**config.mk**
```make
export PLATFORM = sky130hd
export DESIGN_NAME = irq_trap_ctrl
export DESIGN_NICKNAME = d
export VERILOG_FILES = /design/src/rtl/irq_trap_ctrl.sv
export SDC_FILE = /design/constraint.sdc
export NUM_CORES = 1
export LEC_CHECK = 0
export CAP_MARGIN = 30
export CORE_ASPECT_RATIO = 0.8
export CORE_MARGIN = 2
export CORE_UTILIZATION = 34
export CTS_CLUSTER_DIAMETER = 30
export DETAILED_ROUTE_END_ITERATION = 6
export PLACE_DENSITY = 0.78
export SLEW_MARGIN = 20
export SYNTH_ARGS = -nofsm -noshare
export SYNTH_HDL_FRONTEND = slang
export SYNTH_SLANG_ARGS = --single-unit
```
**constraint.sdc**
```tcl
create_clock -name clk_i -period 2 [get_ports clk_i]
set_clock_uncertainty 0.15 [all_clocks]
set_input_delay 0.6 -clock clk_i [delete_from_list [all_inputs] [get_ports clk_i]]
set_output_delay 0.6 -clock clk_i [all_outputs]
set_load 0.05 [all_outputs]
```
**src/rtl/irq_trap_ctrl.sv**
```systemverilog
// Machine-mode interrupt/MRET trap sequencer between csr_unit and fetch.
// Define TRAP_VECTORED_EN to honour MTVEC vectored mode (base + cause*4).
module irq_trap_ctrl #(
  parameter logic [31:0] IRQ_MASK = 32'hFFFF_0888
) (
  input  logic        clk_i,
  input  logic        reset_ni,
  input  logic [31:0] ip_i,
  input  logic [31:0] ie_i,
  input  logic [31:0] status_i,
  input  logic [31:0] vec_i,
  input  logic [31:0] mepc_i,
  input  logic        mret_i,
  output logic        flush_req_o,
  input  logic        flush_ack_i,
  input  logic [31:0] flush_pc_i,
  output logic        interrupt_valid_o,
  output logic [31:0] ecause_o,
  output logic [31:0] epc_o,
  output logic        ret_o,
  output logic        redirect_valid_o,
  output logic [31:0] redirect_pc_o,
  input  logic        redirect_ready_i,
  output logic        stop_counters_o
);

  typedef enum logic [2:0] {
    S_IDLE,
    S_DRAIN,
    S_TRAP,
    S_RET,
    S_REDIR
  } state_t;

  state_t      state_q, state_d;
  logic [4:0]  idx_q;
  logic [31:0] target_q;
  logic [31:0] pend;
  logic [5:0]  pick;
  logic        pend_any;
  logic [4:0]  pend_idx;
  logic [31:0] base;
  logic [31:0] target_d;
  logic        unused_ok;

  // Returns {found, index}: MEI, MSI, MTI, then platform bits 16..31 lowest first.
  function automatic logic [5:0] pick_irq(input logic [31:0] p);
    logic [5:0] r;
    r = 6'd0;
    if (p[11]) begin
      r = {1'b1, 5'd11};
    end else if (p[3]) begin
      r = {1'b1, 5'd3};
    end else if (p[7]) begin
      r = {1'b1, 5'd7};
    end else begin
      for (int i = 31; i >= 16; i--) begin
        if (p[i]) r = {1'b1, 5'(i)};
      end
    end
    return r;
  endfunction

  assign pend     = status_i[3] ? (ip_i & ie_i & IRQ_MASK) : 32'h0;
  assign pick     = pick_irq(pend);
  assign pend_any = pick[5];
  assign pend_idx = pick[4:0];
  assign base     = {vec_i[31:2], 2'b00};

`ifdef TRAP_VECTORED_EN
  assign target_d  = (vec_i[1:0] == 2'b01) ? (base + {25'b0, pend_idx, 2'b00}) : base;
  assign unused_ok = ^{status_i[31:4], status_i[2:0]};
`else
  assign target_d  = base;
  assign unused_ok = ^{status_i[31:4], status_i[2:0], vec_i[1:0]};
`endif

  always_ff @(posedge clk_i or negedge reset_ni) begin
    if (!reset_ni) begin
      state_q       <= S_IDLE;
      idx_q         <= 5'd0;
      target_q      <= 32'h0;
      ecause_o      <= 32'h0;
      epc_o         <= 32'h0;
      redirect_pc_o <= 32'h0;
    end else begin
      state_q <= state_d;
      case (state_q)
        S_IDLE: begin
          if (pend_any) begin
            idx_q    <= pend_idx;
            target_q <= target_d;
          end
        end
        S_DRAIN: begin
          // Cause/EPC only change on entry to TRAP so csr_unit sees stable values elsewhere.
          if (flush_ack_i) begin
            ecause_o <= {1'b1, 26'b0, idx_q};
            epc_o    <= flush_pc_i;
          end
        end
        S_TRAP:  redirect_pc_o <= target_q;
        S_RET:   redirect_pc_o <= mepc_i;
        default: ;
      endcase
    end
  end

  always_comb begin
    state_d           = state_q;
    flush_req_o       = 1'b0;
    interrupt_valid_o = 1'b0;
    ret_o             = 1'b0;
    redirect_valid_o  = 1'b0;
    stop_counters_o   = 1'b0;
    case (state_q)
      S_IDLE: begin
        // An interrupt pre-empts a coincident MRET; the MRET re-executes after return.
        if (pend_any) begin
          state_d = S_DRAIN;
        end else if (mret_i) begin
          state_d = S_RET;
        end
      end
      S_DRAIN: begin
        flush_req_o     = 1'b1;
        stop_counters_o = 1'b1;
        if (flush_ack_i) state_d = S_TRAP;
      end
      S_TRAP: begin
        interrupt_valid_o = 1'b1;
        stop_counters_o   = 1'b1;
        state_d           = S_REDIR;
      end
      S_RET: begin
        ret_o   = 1'b1;
        state_d = S_REDIR;
      end
      S_REDIR: begin
        redirect_valid_o = 1'b1;
        if (redirect_ready_i) state_d = S_IDLE;
      end
      default: state_d = S_IDLE;
    endcase
  end

endmodule

```
Word-level counts from Yosys, hierarchy flattened
Cells that the tools add are included.
{"block": "totals", "regBits": 108, "latch_bits": 0, "mem_bits_rw": 0, "mem_bits_ro": 0, "output_inout_bits": 101, "wordCells": 52, "n_memories": 0}
{"block": "op_classes", "addsub": 0, "n_mul": 0, "n_div": 0, "n_lt_le_gt_ge": 0, "eq_ne": 7, "n_shift": 0, "n_mux": 31, "n_bitwise": 1, "reduce_logical": 7}
{"cell": "2-to-1 mux 6 bit", "n": 19}
{"cell": "one-hot mux 32 bit (2 select lines)", "n": 1}
{"cell": "bitwise AND 32 bit", "n": 1}
{"cell": "2-to-1 mux 32 bit", "n": 1}
{"cell": "2-to-1 mux 3 bit", "n": 4}
{"cell": "one-hot mux 3 bit (4 select lines)", "n": 1}
{"cell": "equality test 3 x 2 -> 1 bit, second input constant", "n": 2}
{"cell": "2-to-1 mux 1 bit", "n": 5}
{"cell": "inequality test 2 bit, second input constant", "n": 2}
{"cell": "AND reduction 2 bit", "n": 2}
{"cell": "OR reduction 2 bit", "n": 2}
{"cell": "equality test 3 x 1 -> 1 bit, second input constant", "n": 1}
{"cell": "equality test 3 bit, second input constant", "n": 1}
{"cell": "logical NOT 3 bit", "n": 1}
{"cell": "inequality test 3 bit, second input constant", "n": 1}
{"cell": "AND reduction 3 bit", "n": 1}
{"cell": "nonzero test 2 bit", "n": 1}

Longest topological paths before layout
Gate-level depths: netlist of the first run.
{"block": "logic_depth", "ltp_word": 23, "depth_mapped": 6}

Worst setup path before layout of the first run
OpenSTA, ideal clock, no wires.
{"block": "synth_path", "path_type": "register to output", "from": "reg state_q[2]", "to": "out stop_counters_o", "t_arrival_ns": 2.065, "t_required_ns": 1.250, "setup_slack_ns": -0.815, "stages_incl_launch_ff": 5, "path_buffers": 2, "cell_sequence": "dfrtp_1 nand2b_1 clkbuf_1 clkbuf_1 o21ai_0"}
{"block": "synth_via", "elab_chain_len": 3}
{"element": "start: declaration", "line": "35", "text": "state_t state_q, state_d;"}
{"element": "start signal: assignment", "line": "87", "text": "state_q <= state_d;"}
{"element": "equality test 3 x 1 -> 1 bit / equality test 3 x 2 -> 1 bit (equally long branches)", "line": "116", "text": "case (state_q)"}
{"element": "OR reduction 2 bit (no source line) *"}
{"element": "2-to-1 mux 1 bit *", "line": "116"}
{"element": "end: declaration", "line": "24", "text": "output logic stop_counters_o"}
Every way passes the cells marked *; elsewhere a longest branch is shown, timed or not.

Final worst setup path of the first run
{"block": "layout_path", "from": "reg state_q[1]", "to": "out flush_req_o"}
{"block": "layout_via", "elab_chain_len": 2}
{"element": "equality test 3 x 1 -> 1 bit", "line": "116"}
{"element": "2-to-1 mux 1 bit", "line": "116"}
{"element": "end: declaration", "line": "14", "text": "output logic flush_req_o,"}
Every way passes these cells.

==> run metrics, run 1 <==
largest cells by area after synthesis dfrtp_1 54%, mux2_2 8.8%, mux2_4 8.4%, mux2i_1 6.0%, buf_4 3.9%; Commonest cells post-synth 108 x dfrtp_1, 50 x nand2_1, 39 x mux2_2; nets@finish 844; outcome complete, but fails checks; die area 15,600 µm²; maximum root-to-sink buffer count 2; Hold Crit Class flop to flop; placed cell count 799; most numerous cell in the Yosys netlist dfrtp_1; Synth Flop Type dfrtp_1; num ports 298; Crit-path slowest cell dfrtp_2; Avg Cell Area, Syn 12.4 µm²; final worst-path cycle share 102%; drt via density 4.73; Comb power frac 60.0%; R2R Path End target_q[5]; crit path DAT 1290 ps; worst hold slack 335 ps; critical-path cell list nor2_2 > nand2_2 > inv_1 > buf_12; register area share after synthesis 54.3%; Reg2Reg Depth 5; first-pass GRT wire length 21,900 µm; Yosys cell types 43; critical path depth 4; Post-Syn Instances 400; # diodes 0; worst flop-to-flop path startpoint state_q[2]; CP startpoint state_q[1]; DR pass1 iterations 4; synthesized area 4980 µm²; Area Overhead vs Synth 60.7%; num rows 39; Port Buffer Count 212; width of the die 139 µm; CP endpoint kind primary output; Synth area leader dfrtp_1; RSZ-0062 raised after global routing true; clock network fraction of design power 12.2%; min cycle time layout 2040 ps; worst-path fanout max 5; power per cell area 1830 nW/µm²; Worst EP required 1250 ps; Internal 0.00833 W; max incr delay on CP 460 ps; core area 14,300 µm²; H-tree Lvls 3; Switching Fraction 43.0%; Hold Vio Cnt, Final 0; f_max 491 MHz; clock sink total 108; Final Setup Violations 14; antenna violations before repair 0; DR iter-0 viols 122; Reg2Reg Setup Slack 0 ps; startpoint type of the worst setup path flop; Seq pwr share 27.8%; Worst Setup EP flush_req_o; Chip Height 112 µm; Clock Latency Late Sink 350 ps; Antenna Violating Nets Remaining 0; initial core utilization 34.8%; number of synthesized flops with an enable pin 0; Yosys warning count 0; Finished Layout Cells 836; Root Buffer clkbuf_16; total CTS buffers 9; FF+latch count, synth 108; Crit path buffers/inverters 2; clk slew on worst S/H paths 70 ps; peak supply drop 0.00115 V; gr usage total 17.7%; largest net degree at the start of global routing 51; critical path's top delay family flip-flops; vias in the first global route 4,178; final worst slack -38.4 ps; DRC Markers 0; Net Sw Power 0.00629 W; count of pins over their slew limit 0; Max-Cap Viols 0; async set-reset flop share out of synthesis 100%; grt ovf 0; share of cells above drive strength 1 39.4%; Lkg Pwr 3.71 nW; vias 3,953; DP HPWL 10,100 µm; DRT Wirelength 13,500 µm; failing checks negative setup slack; post-DR wirelength/cell 16.2 µm; Yosys top cell area share 54.3%; WS Path Type flop to primary output; GPL Wtd Cong 0.922; CTS tree built
-- state kept, by name (all words and copies together) (netlist names) --
| name | flops |
|---|---|
| epc_o | 32 |
| redirect_pc_o | 32 |
| idx_q | 5 |
| target_q | 30 |
| ecause_o | 6 |
| state_q | 3 |
-- worst register-to-register path, cell delays in order, from the launching register on --
cell and delay [ps]:
dfrtp_1 420, or3_1 460, a21oi_4 220, clkbuf_16 200, buf_12 150, mux2_4 300
-- cells by family (layout without fill, tap and decap cells) --
family                 Yosys count  count (layout)  share of synthesized area, %
AO/OA/AOI/OAI                   71              71                          9.32
buffers and inverters           49             276                          6.28
flip-flops                     108             108                          54.3
multiplexers                    97              97                          23.3
other                            1              26                        0.0753
AND/OR/NAND/NOR                 74              74                          6.76
-- layout make-up --
| type | instances | area (µm²) |
|---|---|---|
| multi-input combinational | 268 | 2150 |
| tap | 184 | 230 |
| inverter | 3 | 11.3 |
| clock buffer | 10 | 229 |
| sequential | 108 | 2710 |
| fill | 1195 | 6290 |
| timing repair buffer | 257 | 2610 |
| clock inverter | 6 | 68.8 |
-- metrics by stage --
step / util [%] / power (W) / setup slack, ps / instance area (µm²) / setup TNS (ps)
final: 56.0 / 0.0146 / -38.4 / 8000 / -281
after global routing: 56.0 / 0.0154 / -105 / 8000 / -1290
after CTS: 56.2 / 0.0147 / -49.6 / 8040 / -177
after detailed placement: 52.6 / 0.0123 / -763 / 7520 / -33860
after global placement: 52.6 / 0.0121 / -667 / 7520 / -30590
after floorplan: - / 0.00925 / -79.1 / 5110 / -2180
-- routing by layer --
metal  share of wire, %  up-vias  wire, µm  GRT usage (%)
met4                1.1        0       148           4.18
met2                 48      181      6490           29.3
li1                   -     1857         -              -
met3                9.4       13      1270           6.10
met1                 42     1902      5620           22.4
met5                  0        -         0              0
-- cell usage in the layout, fill, tap and decap left out, types with 2 or more instances in the layout --
cell / n
dfrtp_1: 106
clkdlybuf4s50_1: 97
buf_4: 80
nand2_1: 48
mux2_2: 37
buf_12: 34
o21ai_0: 33
mux2i_1: 30
mux2_4: 30
conb_1: 26
clkbuf_2: 19
clkbuf_16: 10
a22o_1: 9
buf_2: 9
buf_6: 6
dlygate4sd2_1: 5
clkdlybuf4s15_1: 4
o21ai_2: 3
nand3_1: 3
a21oi_1: 3
a32o_1: 3
inv_6: 3
nor2_2: 2
nand2_2: 2
inv_1: 2
nor2_4: 2
and3_4: 2
a22oi_2: 2
nand4_1: 2
a21boi_0: 2
nor3_1: 2
or2_2: 2
o211ai_1: 2
a2bb2oi_2: 2
and2_1: 2
dfrtp_2: 2
-- power by group through the flow --
stage | clock network (W) | logic [W] | registers, W
floorplan | 0 | 0.00304 | 0.00621
global placement | 0 | 0.00807 | 0.00401
detailed placement | 0 | 0.00824 | 0.00406
CTS | 0.00186 | 0.00878 | 0.00406
global route | 0.00196 | 0.00922 | 0.00421
finish | 0.00179 | 0.00877 | 0.00406
-- worst min path at each step --
| stage | end | slack (ps) | cells after the start | from |
|---|---|---|---|---|
| final | redirect_pc_o[25] | 330 | 2 | redirect_pc_o[25] |
| after global routing | idx_q[4] | 350 | 1 | idx_q[4] |
| after CTS | idx_q[4] | 340 | 1 | idx_q[4] |
| after detailed placement | idx_q[4] | 320 | 1 | idx_q[4] |
| after global placement | redirect_pc_o[8] | 310 | 2 | redirect_pc_o[8] |
| after floorplan | ecause_o[0] | 150 | 0 | reset_ni |
-- what timing repair did --
action                                 in CTS  in global routing
setup endpoints to repair                  42                 38
pin swaps                                  19                 15
gates resized for setup                   112                 35
hold buffers                                1                  0
endpoints found under the hold margin      14                  0
gates cloned                                1                  0
setup buffers                              17                  3
No activity file was read; power rests on OpenSTA's default activity.
==> inputs of run 2 (changes only) <==
--- a/config.mk
+++ b/config.mk
@@ -9,6 +9,7 @@
 export CORE_ASPECT_RATIO = 0.8
 export CORE_MARGIN = 2
 export CORE_UTILIZATION = 34
+export CTS_BUF_LIST = sky130_fd_sc_hd__clkbuf_16
 export CTS_CLUSTER_DIAMETER = 30
 export DETAILED_ROUTE_END_ITERATION = 6
 export PLACE_DENSITY = 0.78
==> run metrics, run 2 (synthesized netlist as in run 1, its figures left out) <==
nets@finish 844; gr usage total 17.7%; clk slew on worst S/H paths 70 ps; clock sink total 108; vias 3,953; Setup TNS -280 ps; worst-path fanout max 5; Hold Crit Class flop to flop; largest net degree at the start of global routing 51; area of the multi-input gates 2150 µm²; worst flop-to-flop path startpoint state_q[2]; Top Registers epc_o: 32 flops, redirect_pc_o: 32 flops, target_q: 30 flops; Seq pwr share 27.8%; worst hold slack 335 ps; vias in the first global route 4,178; power per cell area 1830 nW/µm²; min cycle time layout 2040 ps; post-DR wirelength/cell 16.2 µm; count of pins over their slew limit 0; outcome complete, but fails checks; startpoint type of the worst setup path flop; Internal 0.00832 W; leading cell type in the layout, fill and taps excluded dfrtp_1; die area 15,600 µm²; Worst Setup EP flush_req_o; antenna violations before repair 0; Comb power frac 60.0%; most frequent cells in the layout 106 x dfrtp_1, 97 x clkdlybuf4s50_1, 80 x buf_4; final worst-path cycle share 102%; CP startpoint state_q[1]; final cell area excluding filler cells 8000 µm²; Max-Cap Viols 0; # diodes 0; failing checks negative setup slack; CTS tree built; clock network fraction of design power 12.2%; maximum root-to-sink buffer count 2; WS Path Type flop to primary output; first-pass GRT wire length 21,900 µm; Clock Latency Late Sink 350 ps; crit path DAT 1290 ps; sequential cell area 2710 µm²; CP endpoint kind primary output; Reg2Reg Setup Slack 0 ps; Chip Height 112 µm; drt via density 4.73; final worst slack -38.4 ps; DR iter-0 viols 122; Switching Fraction 43.1%; Net Sw Power 0.00629 W; R2R Path End target_q[5]; Place WS -763 ps; Reg2Reg Depth 5; f_max 491 MHz; share of cells above drive strength 1 39.4%; placed inst area 7520 µm²; RSZ-0062 raised after global routing true; width of the die 139 µm; core area 14,300 µm²; num ports 298; Root Buffer clkbuf_16; Final Setup Violations 14; Area Overhead vs Synth 60.7%; Lkg Pwr 3.72 nW; Worst EP required 1250 ps; GPL Wtd Cong 0.922; grt ovf 0; Hold Vio Cnt, Final 0; DRC Markers 0; H-tree Lvls 3; DP HPWL 10,100 µm; Antenna Violating Nets Remaining 0; num rows 39; Port Buffer Count 212; total CTS buffers 9; DRT Wirelength 13,500 µm; peak supply drop 0.00115 V; initial core utilization 34.8%; Fillers 1,195; DR pass1 iterations 4
==> run 2: what timing repair did <==
item / 4_1_cts / 5_1_grt
pin swaps: 19 / 15
gates cloned: 1 / 0
hold buffers: 1 / 0
buffers inserted: 17 / 3
hold endpoints to repair: 14 / 0
resized for setup: 112 / 35
endpoints found under the setup margin: 42 / 38
==> run 2: area by class of cell <==
cell class,instances,area share (%)
clock buffers,9,2.81
flip-flops and latches,108,33.8
multi-input cells,268,26.9
well taps,184,2.88
repair buffers,257,32.6
clock inverters,7,0.907
inverters,3,0.141
==> run 2: worst min-delay path by stage <==
stage,endpoint,from,depth (start not counted),slack [ps]
after floorplan,ecause_o[0],reset_ni,0,150
after global placement,redirect_pc_o[8],redirect_pc_o[8],2,310
after detailed placement,idx_q[4],idx_q[4],1,320
after CTS,idx_q[4],idx_q[4],1,340
after global routing,idx_q[4],idx_q[4],1,350
final,redirect_pc_o[25],redirect_pc_o[25],2,330
==> run 2: worst max-delay path, cell delays in order (launching register included) <==
cell and delay, ps:
dfrtp_2 460, nor2_2 140, nand2_2 110, inv_1 100
buf_12 140
==> run 2: metrics by stage <==
step | util, % | instances | total power, W
5_1_grt | 56.0 | 836 | 0.0154
3_5_place_dp | 52.6 | 799 | 0.0123
6_report | 56.0 | 836 | 0.0146
3_3_place_gp | 52.6 | 799 | 0.0121
4_1_cts | 56.2 | 833 | 0.0147
2_1_floorplan | - | 425 | 0.00925
==> run 2: layer usage <==
layer	vias up	GRT usage, %	share of wire (%)	routed length, µm
met5	-	0	0	0
met4	0	4.18	1.1	148
met3	13	6.10	9.4	1270
met2	181	29.3	48	6490
met1	1902	22.4	42	5620
li1	1857	-	-	-
==> run 2: power groups by stage <==
stage / Clock [W] / Combinational (W) / Sequential, W
final: 0.00179 / 0.00877 / 0.00406
after global routing: 0.00195 / 0.00922 / 0.00421
after CTS: 0.00186 / 0.00878 / 0.00406
after detailed placement: 0 / 0.00824 / 0.00406
after global placement: 0 / 0.00807 / 0.00401
after floorplan: 0 / 0.00304 / 0.00621
